===== src/rtl/cmd_phy.sv =====
// cmd_phy: SD-host CMD-line PHY. It inserts CRC7 into a 48-bit command and serialises it, then optionally receives a 48-bit response.
// Build option: define CMD_PHY_RESP_CRC_CHECK_EN to check the CRC7 and end bit of the response.
`timescale 1ns/1ps
module cmd_phy #(
  parameter int TIMEOUT_CYCLES = 64,
  parameter int NCR_MIN        = 2,
  parameter int TCNT_W         = 16
) (
  input  logic        iClock_host,
  input  logic        iReset,
  input  logic        iStrobe_in,
  input  logic [47:0] iCmd_frame,
  input  logic        iTimeout_enable,
  input  logic        iAck_in,
  output logic        oAck_out,
  output logic        oStrobe_out,
  output logic [47:0] oResponse,
  output logic        oTimeout,
  output logic        oCrc_error,
  output logic        oIdle,
  output logic        oCmd_serial,
  output logic        oCmd_oe,
  input  logic        iCmd_serial
);

  typedef enum logic [2:0] {IDLE, SEND, TURN, WAIT_START, RECV, HANDOFF} phyStateT;

  phyStateT            state;
  phyStateT            stateNext;
  logic                strobePrev;
  logic                strobeRise;
  logic [47:0]         txShift;
  logic [6:0]          txCrc;
  logic [5:0]          bitCnt;
  logic                respExpected;
  logic [TCNT_W-1:0]   waitCnt;
  logic [46:0]         rxShift;
  logic [47:0]         response;
  logic                ackOut;
  logic                timeoutOut;
  logic                txCrcPhase;
  logic                unusedFrameBits;

  localparam logic [TCNT_W-1:0] TURN_LAST = TCNT_W'(NCR_MIN - 1);
  localparam logic [TCNT_W-1:0] WAIT_LAST = TCNT_W'(TIMEOUT_CYCLES - 1);

  function automatic logic [6:0] crc7Step(input logic [6:0] crc, input logic bitIn);
    logic fb;
    fb = crc[6] ^ bitIn;
    return {crc[5:0], 1'b0} ^ (fb ? 7'h09 : 7'h00);
  endfunction

  assign strobeRise      = iStrobe_in && !strobePrev;
  assign unusedFrameBits = ^{iCmd_frame[47:46], iCmd_frame[0]};

  always_ff @(posedge iClock_host) begin
    if (iReset) state <= IDLE;
    else        state <= stateNext;
  end

  always_comb begin
    stateNext = state;
    case (state)
      IDLE:       if (strobeRise) stateNext = SEND;
      SEND:       if (bitCnt == 6'd47) stateNext = respExpected ? TURN : IDLE;
      TURN:       if (waitCnt == TURN_LAST) stateNext = WAIT_START;
      // A start bit on the final counted cycle still beats the timeout.
      WAIT_START: if (!iCmd_serial) stateNext = RECV;
                  else if (waitCnt == WAIT_LAST) stateNext = IDLE;
      RECV:       if (bitCnt == 6'd46) stateNext = HANDOFF;
      HANDOFF:    if (iAck_in) stateNext = IDLE;
      default:    stateNext = IDLE;
    endcase
  end

`ifdef CMD_PHY_RESP_CRC_CHECK_EN
  logic [6:0] rxCrc;
  logic       crcErr;
  assign oCrc_error = crcErr;
`else
  assign oCrc_error = 1'b0;
`endif

  always_ff @(posedge iClock_host) begin
    if (iReset) begin
      strobePrev   <= 1'b0;
      txShift      <= '0;
      txCrc        <= '0;
      bitCnt       <= '0;
      respExpected <= 1'b0;
      waitCnt      <= '0;
      rxShift      <= '0;
      response     <= '0;
      ackOut       <= 1'b0;
      timeoutOut   <= 1'b0;
`ifdef CMD_PHY_RESP_CRC_CHECK_EN
      rxCrc        <= '0;
      crcErr       <= 1'b0;
`endif
    end else begin
      strobePrev <= iStrobe_in;
      ackOut     <= 1'b0;
      timeoutOut <= 1'b0;
      case (state)
        IDLE: if (strobeRise) begin
          txShift      <= {2'b01, iCmd_frame[45:1], 1'b1};
          respExpected <= iTimeout_enable;
          ackOut       <= 1'b1;
          txCrc        <= '0;
          bitCnt       <= '0;
`ifdef CMD_PHY_RESP_CRC_CHECK_EN
          crcErr       <= 1'b0;
`endif
        end
        SEND: begin
          txShift <= {txShift[46:0], 1'b0};
          bitCnt  <= bitCnt + 6'd1;
          waitCnt <= '0;
          // Bits 7..1 on the wire come from the CRC register, shifted out MSB first.
          if (bitCnt < 6'd40) txCrc <= crc7Step(txCrc, txShift[47]);
          else                txCrc <= {txCrc[5:0], 1'b0};
        end
        TURN: waitCnt <= (waitCnt == TURN_LAST) ? '0 : waitCnt + TCNT_W'(1);
        WAIT_START: begin
          waitCnt <= waitCnt + TCNT_W'(1);
          if (!iCmd_serial) begin
            rxShift <= '0;
            bitCnt  <= '0;
`ifdef CMD_PHY_RESP_CRC_CHECK_EN
            rxCrc   <= '0;
`endif
          end else if (waitCnt == WAIT_LAST) begin
            timeoutOut <= 1'b1;
          end
        end
        RECV: begin
          rxShift <= {rxShift[45:0], iCmd_serial};
          bitCnt  <= bitCnt + 6'd1;
          if (bitCnt == 6'd46) response <= {rxShift, iCmd_serial};
`ifdef CMD_PHY_RESP_CRC_CHECK_EN
          if (bitCnt < 6'd39) rxCrc <= crc7Step(rxCrc, iCmd_serial);
          if (bitCnt == 6'd46) crcErr <= (rxCrc != rxShift[6:0]) || !iCmd_serial;
`endif
        end
        default: ;
      endcase
    end
  end

  assign txCrcPhase  = (bitCnt >= 6'd40) && (bitCnt <= 6'd46);
  assign oCmd_oe     = (state == SEND);
  assign oCmd_serial = (state != SEND) ? 1'b1 : (txCrcPhase ? txCrc[6] : txShift[47]);
  assign oIdle       = (state == IDLE);
  assign oStrobe_out = (state == HANDOFF);
  assign oAck_out    = ackOut;
  assign oTimeout    = timeoutOut;
  assign oResponse   = response;

endmodule


===== config.mk =====
export PLATFORM = sky130hd
export DESIGN_NAME = cmd_phy
export DESIGN_NICKNAME = d
export VERILOG_FILES = /design/src/rtl/cmd_phy.sv
export SDC_FILE = /design/constraint.sdc
export NUM_CORES = 1
export LEC_CHECK = 0
export CAP_MARGIN = 10
export CELL_PAD_IN_SITES_DETAIL_PLACEMENT = 0
export CELL_PAD_IN_SITES_GLOBAL_PLACEMENT = 1
export CORE_MARGIN = 10
export CORE_UTILIZATION = 35
export CTS_CLUSTER_DIAMETER = 100
export DETAILED_ROUTE_END_ITERATION = 12
export HOLD_SLACK_MARGIN = 0.05
export PLACE_DENSITY_LB_ADDON = 0.12
export SLEW_MARGIN = 20
export SYNTH_ARGS = -nofsm -noshare
export SYNTH_HDL_FRONTEND = slang
export SYNTH_SLANG_ARGS = --single-unit

===== constraint.sdc =====
create_clock -name iClock_host -period 1.55 [get_ports iClock_host]
set_input_delay 0.465 -clock iClock_host [delete_from_list [all_inputs] [get_ports iClock_host]]
set_output_delay 0.465 -clock iClock_host [all_outputs]
set_load 0.01 [all_outputs]

# Word-level counts from Yosys, hierarchy flattened
# Index checks and enable logic that the tools add are counted.
# op_classes
eq_ne	17
bitwise_logic	5
n_lt_le_gt_ge	3
add_sub_neg	2
mux	26
reduce_logical	17
# ops
operator	count
one-hot mux 48 bit (2 select lines)	1
one-hot mux 47 bit (2 select lines)	1
2-to-1 mux 48 bit	1
one-hot mux 16 bit (3 select lines)	1
2-to-1 mux 47 bit	1
2-to-1 mux 3 bit	7
one-hot mux 3 bit (6 select lines)	1
one-hot mux 6 bit (3 select lines)	1
adder 16 x 1 -> 16 bit (second input constant)	1
== test 16 x 1 -> 1 bit (second input constant)	1
== test 16 x 6 -> 1 bit (second input constant)	1
2-to-1 mux 16 bit	1
2-to-1 mux 7 bit	2
one-hot mux 7 bit (2 select lines)	1
== test 6 bit (second input constant)	2
2-to-1 mux 6 bit	2
inequality test 2 bit (second input constant)	4
AND reduction 2 bit	4
XOR 7 x 4 -> 7 bit	1
adder 6 x 1 -> 6 bit (second input constant)	1
== test 3 x 2 -> 1 bit (second input constant)	2
== test 3 bit (second input constant)	2
greater-or-equal comparator 6 bit (second input constant)	1
<= comparator 6 bit (second input constant)	1
19 further kinds	29
# totals
wordCells	81
output_inout_bits	55
register_bits	179

# Depth between registers and ports, before layout
# Gate-level depths: netlist (run 1).
# logic_depth
ltp_word	5
depth_mapped	8

# Worst setup path before layout (run 1)
# No wires, ideal clock.
# synth_path
path_type	reg2out
from	register state[0]
to	output oCmd_serial
setup_slack_ns	-0.320
stages_incl_launch_ff	7
required_ns	1.085
path_buffers	2
t_arrival_ns	1.405
path_cell_list	dfxtp_1 -> buf_2 -> nor2b_1 -> nand2b_1 -> inv_1 -> clkbuf_1 -> o311ai_0
# synth_between
elab_chain_len	2
# synth_rtl
item	line_no	rtl
start, declared	28	phyStateT state;
start signal, assigned	58	else state <= stateNext;
inequality test 3 x 1 -> 1 bit	152	assign oCmd_serial = (state != SEND) ? 1'b1 : (txCrcPhase ? txCrc[6] : txShift[47]);
2-to-1 mux 1 bit	152	
end, declared	21	output logic oCmd_serial,
# Every way passes these cells.

# Worst setup path in the final report (run 1)
# Ends and elaborated chain as after synthesis.

==> results.md, run 1 <==
Status:
- The flow ran to the end, but the final reports show violations.
- The final reports fail on setup timing.

Logic synthesis:
- Of the post-synthesis cell area, the dominant cell type holds 0.5093.
- The synthesized design spends more area on one cell type than any other, namely dfxtp_1.
- The share of synthesized area occupied by flip-flops and latches is 0.5093.
- Of the total synthesized cell area, the portion taken by full adders, half adders and majority gates is 0.007114.
- The compound-gate portion of the synthesized area was 0.1638.
- The average cell area after synthesis is 8.850 sq um.
- In the synthesized netlist, the cells that appear most often are dfxtp_1, nor2_1, nand2_1, a21oi_1.
- By area the synthesized netlist is led by dfxtp_1, mux2i_1, nor2_1.
- Of the total synthesized cell area, the portion taken by AND, OR, NAND and NOR gates is 0.1810.
- In the post-synthesis netlist, the cell with the most instances is dfxtp_1.
- The number of enable flip-flop cells after synthesis is 0.
- The instance count of the mapped netlist is roughly 800.
- After synthesis the netlist holds a flip-flop and latch count of 179.
- After synthesis, the largest family of logic cells by area is simple AND/OR/NAND/NOR gates.
- After synthesis, the share of cell area in mux cells is 0.06687.
- Of the total synthesized cell area, the portion taken by XOR and XNOR cells is 0.02614.
- The number of unique standard cell types used by synthesis is 46.
- The total of warnings raised by yosys is 0.
- The total nets after synthesis is 853.
- For this run, the leading register cell type out of synthesis is dfxtp_1.
- In this run the cell area of the synthesized design comes to 7035 sq um.
- The fraction of registers with async set or reset after synthesis is 0.

Setup path:
- In this run the critical register-to-register path is captured at oResponse[32]$_SDFFE_PP0P_.
- The kind of critical path is reg -> out.
- In this run the critical register-to-register path is launched from bitCnt[4]$_SDFFE_PP0P_.
- The worst register-to-register path has a setup slack of -320 ps.
- The data required time at the worst endpoint is 1080 ps.
- Data arrives at the worst endpoint at 1460 ps.
- The critical path launch point is state[0]$_SDFFE_PP0P_.
- Along the worst path, the maximum fanout reaches 2.
- The worst reg2reg path depth is 10.
- The category of the worst setup path capture point is an output pin.
- STA classifies the critical path startpoint as a register.

STA:
- On the final layout, the worst clock skew is roughly 8.9 ps.
- The transition time at the pin with the least slew margin is 624.8 ps.
- The upper clock frequency limit is 0.5206 GHz.
- In this run the tightest slew margin relative to its limit is 0.5834.
- The setup-violating endpoint count in the final report is 169.
- Setup slack on the critical path of the routed design comes to -370.8 ps.
- The tightest hold margin is 322.1 ps.
- The hold violation total from the final report is 0.
- After layout, the minimum clock period comes to between 1500 and 2000 ps.
- The share of the clock period used by the worst path is 1.239.
- The final-report max-slew violation count came to 0.
- Setup repair after global routing could not meet its margin everywhere.
- The final sum of negative setup slack is -28670 ps.

Clock network:
- Counting the buffers created by CTS gives 17.
- CTS placed an instance of clkbuf_16 at the clock tree root.
- TritonCTS built the clock tree.
- The insertion delay to the later sink of the worst-skew pair is ~430 ps.
- The clock sink count is 179.
- Clock-pin slew was measured on the worst setup and hold paths at 60 ps.
- The level count of the clock H-tree is 4.
- The maximum clock path buffer count is 2.

Floorplan:
- The core box area is 19590 sq um.
- The floorplan has 51 rows.
- In this run the horizontal extent of the chip is around 160 microns.
- For this configuration, the core starts out at a cell density of 0.3591.
- The die covers 26170 sq um.
- The die is approximately 160 microns tall.
- For this design the top-level I/O count stands at 109.

Hold path:
- The class of the tightest hold or removal check is in -> reg.
- The startpoint of the worst hold path is iReset.
- The destination of the worst hold path is state[2]$_SDFFE_PP0P_.
- The hold-critical path depth is 2.

Place:
- The final weighted congestion of routability-driven global placement is 0.7737.
- The detailed placement HPWL is 11.45 mm.
- Summing all placed instances gives a cell area of 8738 sq um.
- The number of port buffers is 104.

Power and ir drop:
- The leakage power summed over all cells is 4.414 nW.
- The internal power of the cells totals ~0.0075 W.
- The portion of total power attributed to sequential cells is 0.478.
- Summed over all nets, the switching power comes to 0.002666 W.
- Of the total power, the share spent switching nets is 0.2620.
- The power density over the cells is 872.3 nW/um^2.
- VDD sags by at most 0.7549 mV.
- The part of the power in the clock network is 0.393.
- The share of total power dissipated in combinational logic is 0.128.

Route:
- For this block, the initial DRC count from the detailed router was 259.
- Summed over all layers, the routed wires come to ~23 mm.
- The detailed-route wire length per cell is 18.06 microns.
- The detail route stage leaves a number of antenna-violating nets equal to 0.
- The via count is 6410.
- The number of detailed-routing iterations run before antenna repair is 4.
- The post-route DRC violation count is 0.
- Using the TritonRoute via totals, the vias-per-cell ratio works out to 5.095.

Final layout:
- The number of fill cells is 1676.
- The footprint of the multi-input gates is 4598 sq um.
- Summing all flip-flop and latch instances after layout gives 3603 sq um.
- The final antenna diode count is 0.
- The final net count is a little over 1000.
- The share of post-route cells with drive strength above 1 is 0.4854.
- The final design area excluding fillers is 11660 sq um.
- Relative to the synthesized area, the layout overhead comes to 65.78%.

GRT:
- The initial antenna violation count is 0.
- The global route total overflow is 0.
- The via count of the first global-routing pass is between 6000 and 7000.
- The first global-routing pass estimated 35.63 mm of wire.
- The maximum number of pins on one net before global-route repair is 102.
- Across every metal layer, demand over resource in global routing totals 0.1681.

Job:
- The number of max-cap violations is 0.
-- worst max-delay path: stages, from the launching register on --
cell,delay (ps)
dfxtp_2,350
nor2b_4,180
nand2b_4,80
inv_4,60
o311ai_2,80
buf_4,160
buf_6,120
-- stage by stage --
stage | util | cells | power (W) | setup WS [ps]
detailed placement | 0.4461 | 1165 | 0.005912 | -474.1
CTS | 0.5800 | 1267 | 0.01019 | -400.0
global placement | 0.4461 | 1165 | 0.005884 | -429.9
floorplan | - | 795 | 0.005544 | -85.82
finish | 0.5954 | 1258 | 0.01017 | -370.8
global route | 0.5954 | 1258 | 0.01060 | -477.7
-- cell families after synthesis --
group / after synthesis
adders and majority gates: 4
AOI/OAI and AO/OA: 174
xor gates and xnor gates: 21
muxes: 47
other: 1
DFF: 179
and+or+nand+nor: 298
buffers and inverters: 71
-- flip-flops by register name, indices dropped and copies added (netlist names) --
name,flops
oResponse,48
bitCnt,6
rxShift,47
waitCnt,16
respExpected,1
state,3
txCrc,7
oAck_out,1
txShift,48
strobePrev,1
oTimeout,1
-- cell usage in the layout, fill, tap and decap left out, types with 21 or more instances in the layout --
master and count:
nand2_4 46, clkdlybuf4s50_1 49, mux2i_1 40, a22oi_2 48
clkbuf_2 40, nand2_1 47, nand2_2 21, nor2_1 107
buf_4 50, buf_12 25, a21oi_2 54, buf_6 27
a211oi_1 32, dfxtp_1 165
-- what timing repair did --
item,4_1_cts,5_1_grt
resized for setup,333,290
pin swaps,128,104
gates cloned,31,2
endpoints found under the setup margin,226,226
buffers inserted,43,20
hold buffers,0,0
-- power by group through the flow --
stage / sequential [W] / combinational (W) / clock (W)
after CTS: 0.00486 / 0.00125 / 0.00408
after floorplan: 0.00494 / 0.000601 / 0
final: 0.00487 / 0.00131 / 0.00400
after global routing: 0.00488 / 0.00141 / 0.00431
after global placement: 0.00496 / 0.000927 / 0
after detailed placement: 0.00497 / 0.000947 / 0
-- per-layer routing --
metal / global-route usage / wire length, microns / vias up
met5: 0 / 0 / -
met4: 0.04673 / 289 / 0
met3: 0.03564 / 1015 / 25
met2: 0.2744 / 11050 / 125
met1: 0.2191 / 10360 / 3121
li1: - / - / 3139
-- how the worst max path moves through the flow --
stage | end | slack (ps) | cells past startpoint
2_1_floorplan | waitCnt[9]$_SDFFE_PP0P_ | -90 | 6
3_3_place_gp | bitCnt[4]$_SDFFE_PP0P_ | -430 | 6
3_5_place_dp | txShift[41]$_SDFFE_PP0P_ | -470 | 6
4_1_cts | oCmd_serial | -400 | 4
5_1_grt | oCmd_serial | -480 | 5
6_report | oCmd_serial | -370 | 6
-- layout make-up --
class / count / share of cell area
multi-input combinational: 545 / 0.3942
sequential: 179 / 0.3089
timing repair buffer: 230 / 0.2191
clock buffer: 18 / 0.03679
tap: 265 / 0.02843
clock inverter: 13 / 0.009118
inverter: 8 / 0.003433
(Power assumes the default switching activity.)
==> inputs of run 2 (changes only) <==
Settings changed: CTS_BUF_LIST from default to sky130_fd_sc_hd__clkbuf_16, DONT_BUFFER_PORTS from default to 1.
Clock period 1.55 ns to 2 ns, I/O delays scaled along.
==> run 2 against run 1 <==
The flow still finishes with violations (setup timing). Sequential cell count did not move. First-iteration DRC count fell by 3.5%. Cell count fell by 16%. Register-to-register slack improved by 590 ps. Sequential share of layout area rose by 14 points. Routed wire length fell by 30%. Worst setup slack improved by 290 ps. Clock power fell by 15%. Global-route usage fell by 4.8 points. Critical path depth fell by 3. Via count fell by 17%. Hold slack got worse by 65 ps. Critical path type unchanged. Critical endpoint unchanged.
==> results.md, run 2 (synthesis gave the netlist of run 1 again) <==
Place:
- The number of port buffers is 0 (was 104).
- The detailed placement HPWL is 10.19 mm (was 11.45 mm).
- The placed cell count is 1021 (was 1165).
- The final weighted congestion of routability-driven global placement is 0.7293 (was 0.7737).
- The total cell area at the placement stage was 7348 sq um (was 8738 sq um).

GRT:
- The via count of the first global-routing pass was 4909 (was 6544).
- The global route total overflow is 0 (unchanged).
- The overall global routing resource usage is 0.1200 (was 0.1681).
- The initial antenna violation count is 0 (unchanged).
- The first-pass GRT wire length came to 26.08 mm (was 35.63 mm).
- The maximum number of pins on one net before global-route repair is 160 (was 102).

Floorplan:
- The die outline area is 26170 sq um (unchanged).
- The chip height is 161.8 microns (unchanged).
- The number of cell rows is 51 (unchanged).
- The number of placed I/O pins is 109 (unchanged).
- The core box area is 19590 sq um (unchanged).
- The effective utilization at floorplan came to 0.3591 (unchanged).
- The chip width is 161.8 microns (unchanged).

Clock network:
- The total CTS buffers is 17 (unchanged).
- The clock sink count is 179 (unchanged).
- The insertion delay to the later sink of the worst-skew pair is 420 ps (was 430 ps).
- The level count of the clock H-tree is 4 (unchanged).
- The root buffer selected by CTS is clkbuf_16 (unchanged).
- The clock edge transition at the registers on the reported setup and hold paths is 70 ps (was 60 ps).
- The maximum clock path buffer count is 2 (unchanged).
- The CTS tree is done (unchanged).

Power and ir drop:
- The power density over the cells is 954.0 nW/um^2 (was 872.3 nW/um^2).
- The leakage power summed over all cells is 3.005 nW (was 4.414 nW).
- The maximum VDD drop came to 0.5181 mV (was 0.7549 mV).

STA:
- The setup-violating endpoint count in the final report is 1 (was 169).
- RSZ-0062 raised after global routing: yes (unchanged).
- The hold violation total from the final report is 0 (unchanged).
- The worst-case clock skew is 12.47 ps (was 8.950 ps).
- The headroom to the max-slew limit is 0.5474 (was 0.5834).
- The final-report max-slew violation count was 0 (unchanged).
- The tightest hold margin is 256.9 ps (was 322.1 ps).
- Counting I/O delays and the setup requirement, the final critical path takes ~2100 ps.
- The final worst setup slack is -77.71 ps (was -370.8 ps).
- The transition time at the pin with the least slew margin is 678.9 ps (was 624.8 ps).
- Static timing analysis puts the maximum clock frequency at 0.4813 GHz.
- Dividing the final minimum period by the clock period gives 1.039.

Route:
- The post-route DRC violation count is 0 (unchanged).
- The mean number of vias per cell came to 5.000 (was 5.095).
- The DRC marker count from the first detailed-route iteration is 250 (was 259).
- The detailed-route wire length per cell is 15.03 microns (was 18.06 microns).
- The final wirelength is 15.92 mm (was 22.71 mm).
- The post-route antenna net violation count was 0 (unchanged).
- The via count is 5295 (was 6410).
- The number of detailed-routing iterations run before antenna repair came to 5 (was 4).

Final layout:
- The final net count is 839 (was 1039).
- The non-filler instance count after layout came to 1059 (was 1258).
- The share of post-route cells with drive strength above 1 was 0.1058 (was 0.4854).
- Most frequent cells in the layout: dfxtp_1, nor2_1, nand2_1 (was dfxtp_1, nor2_1, a21oi_2).
- The final design area excluding fillers is 8066 sq um (was 11660 sq um).
- The number of fill cells is 1969 (was 1676).
- The final antenna diode count is 0 (unchanged).
- The most common cell after layout, fill and taps aside is dfxtp_1 (unchanged).
- The post-synthesis to final-layout area growth is 14.65% (was 65.78%).

Status:
- Violations in the final reports: setup timing (unchanged).
- Outcome: finished with violations (unchanged).

Setup path:
- The setup slack of the worst register-to-register path was 270 ps (was -320 ps).
- The critical path endpoint is oCmd_serial (unchanged).
- The source of the worst register-to-register timing path is waitCnt[7]$_SDFFE_PP0P_ (was bitCnt[4]$_SDFFE_PP0P_).
- The kind of start point of the critical path is a register (unchanged).
- The kind of critical path is reg -> out (unchanged).
- The signal arrival time at the worst endpoint was 1480 ps (was 1460 ps).
- The data required time at the worst endpoint came to 1400 ps (was 1080 ps).
- The largest driver fanout on the critical path came to 4 (was 2).
- The endpoint of the most critical register-to-register path is waitCnt[2]$_SDFFE_PP0P_ (was oResponse[32]$_SDFFE_PP0P_).
- The critical path launch point is bitCnt[2]$_SDFFE_PP0P_ (was state[0]$_SDFFE_PP0P_).
- The category of the worst setup path capture point is an output pin (unchanged).
- The worst reg2reg path depth came to 6 (was 10).

Job:
- The number of max-cap violations is 0 (unchanged).

Hold path:
- The class of the tightest hold or removal check is in -> reg (unchanged).
run 2: changes by cell type in the layout (fill, tap and decap cells not counted), sizes merged:
cell           before  now
dlygate4sd2         2    0
buf               129   30
clkbuf             60   17
clkinv              6    4
clkdlybuf4s15       8    0
clkinvlp            3    2
clkdlybuf4s50      49    0
inv                12   15
bufinv              0    2
run 2: layout make-up:
| cell class | count | area [sq um] | area share |
|---|---|---|---|
| flip-flops and latches | 179 | 3590 | 0.4450 |
| multi-input cells | 545 | 3204 | 0.3972 |
| inverters | 8 | 30.03 | 0.003723 |
| clock inverters | 15 | 178.9 | 0.02218 |
| clock buffers | 17 | 425.4 | 0.05274 |
| well taps | 265 | 331.6 | 0.04110 |
| repair buffers | 30 | 306.5 | 0.03800 |
run 2: metal layers:
layer  up-vias  global-route usage  wire, microns
li1       2713                   -              -
met1      2461              0.1572           7562
met2       106              0.1849           7357
met3        15             0.03665            817
met4         0             0.03722            184
met5         -                   0              0
run 2: metrics by stage:
stage | setup TNS [ps] | util | setup slack, ps | power, W
3_3_place_gp | 0 | 0.3751 | 217.9 | 0.004340
3_5_place_dp | 0 | 0.3751 | 145.0 | 0.004360
4_1_cts | -127.5 | 0.4088 | -127.5 | 0.007806
5_1_grt | -184.0 | 0.4118 | -167.6 | 0.008047
2_1_floorplan | 0 | - | 165.9 | 0.004290
6_report | -77.71 | 0.4118 | -77.71 | 0.007696
run 2: worst min path at each step:
stage,slack (ps),start,end,cells past startpoint
2_1_floorplan,430,txCrc[0]$_SDFFE_PP0P_,txCrc[1]$_SDFFE_PP0P_,2
3_3_place_gp,440,txCrc[0]$_SDFFE_PP0P_,txCrc[1]$_SDFFE_PP0P_,2
3_5_place_dp,440,txCrc[0]$_SDFFE_PP0P_,txCrc[1]$_SDFFE_PP0P_,2
4_1_cts,230,iReset,txShift[20]$_SDFFE_PP0P_,1
5_1_grt,220,iReset,txShift[19]$_SDFFE_PP0P_,1
6_report,260,iReset,txShift[8]$_SDFFE_PP0P_,1
run 2: critical path, stage by stage, from the launching register on:
cell and delay (ps):
dfxtp_2 340, and3_4 200, o311ai_4 360, buf_6 160
run 2: where the power goes:
part           total, W  internal [W]  leakage, nW  switching, W
sequential      0.00377       0.00370         1.46     0.0000723
combinational  0.000531      0.000244         1.25      0.000287
clock           0.00340       0.00189        0.297       0.00151
total           0.00770       0.00583         3.00       0.00187
run 2: timing repair:
| action | CTS | global route |
|---|---|---|
| resized for setup | 13 | 8 |
| pin swaps | 3 | 4 |
| hold buffers | 0 | 0 |
| hold endpoints to repair | 0 | 0 |
| endpoints found under the setup margin | 3 | 29 |
| buffers inserted | 2 | 5 |
==> inputs of run 3 (changes only) <==
Settings changed: SLEW_MARGIN 20 to default.
==> results of run 3 <==
Same layout as run 2: the final DEF is identical, and so are final timing and power.
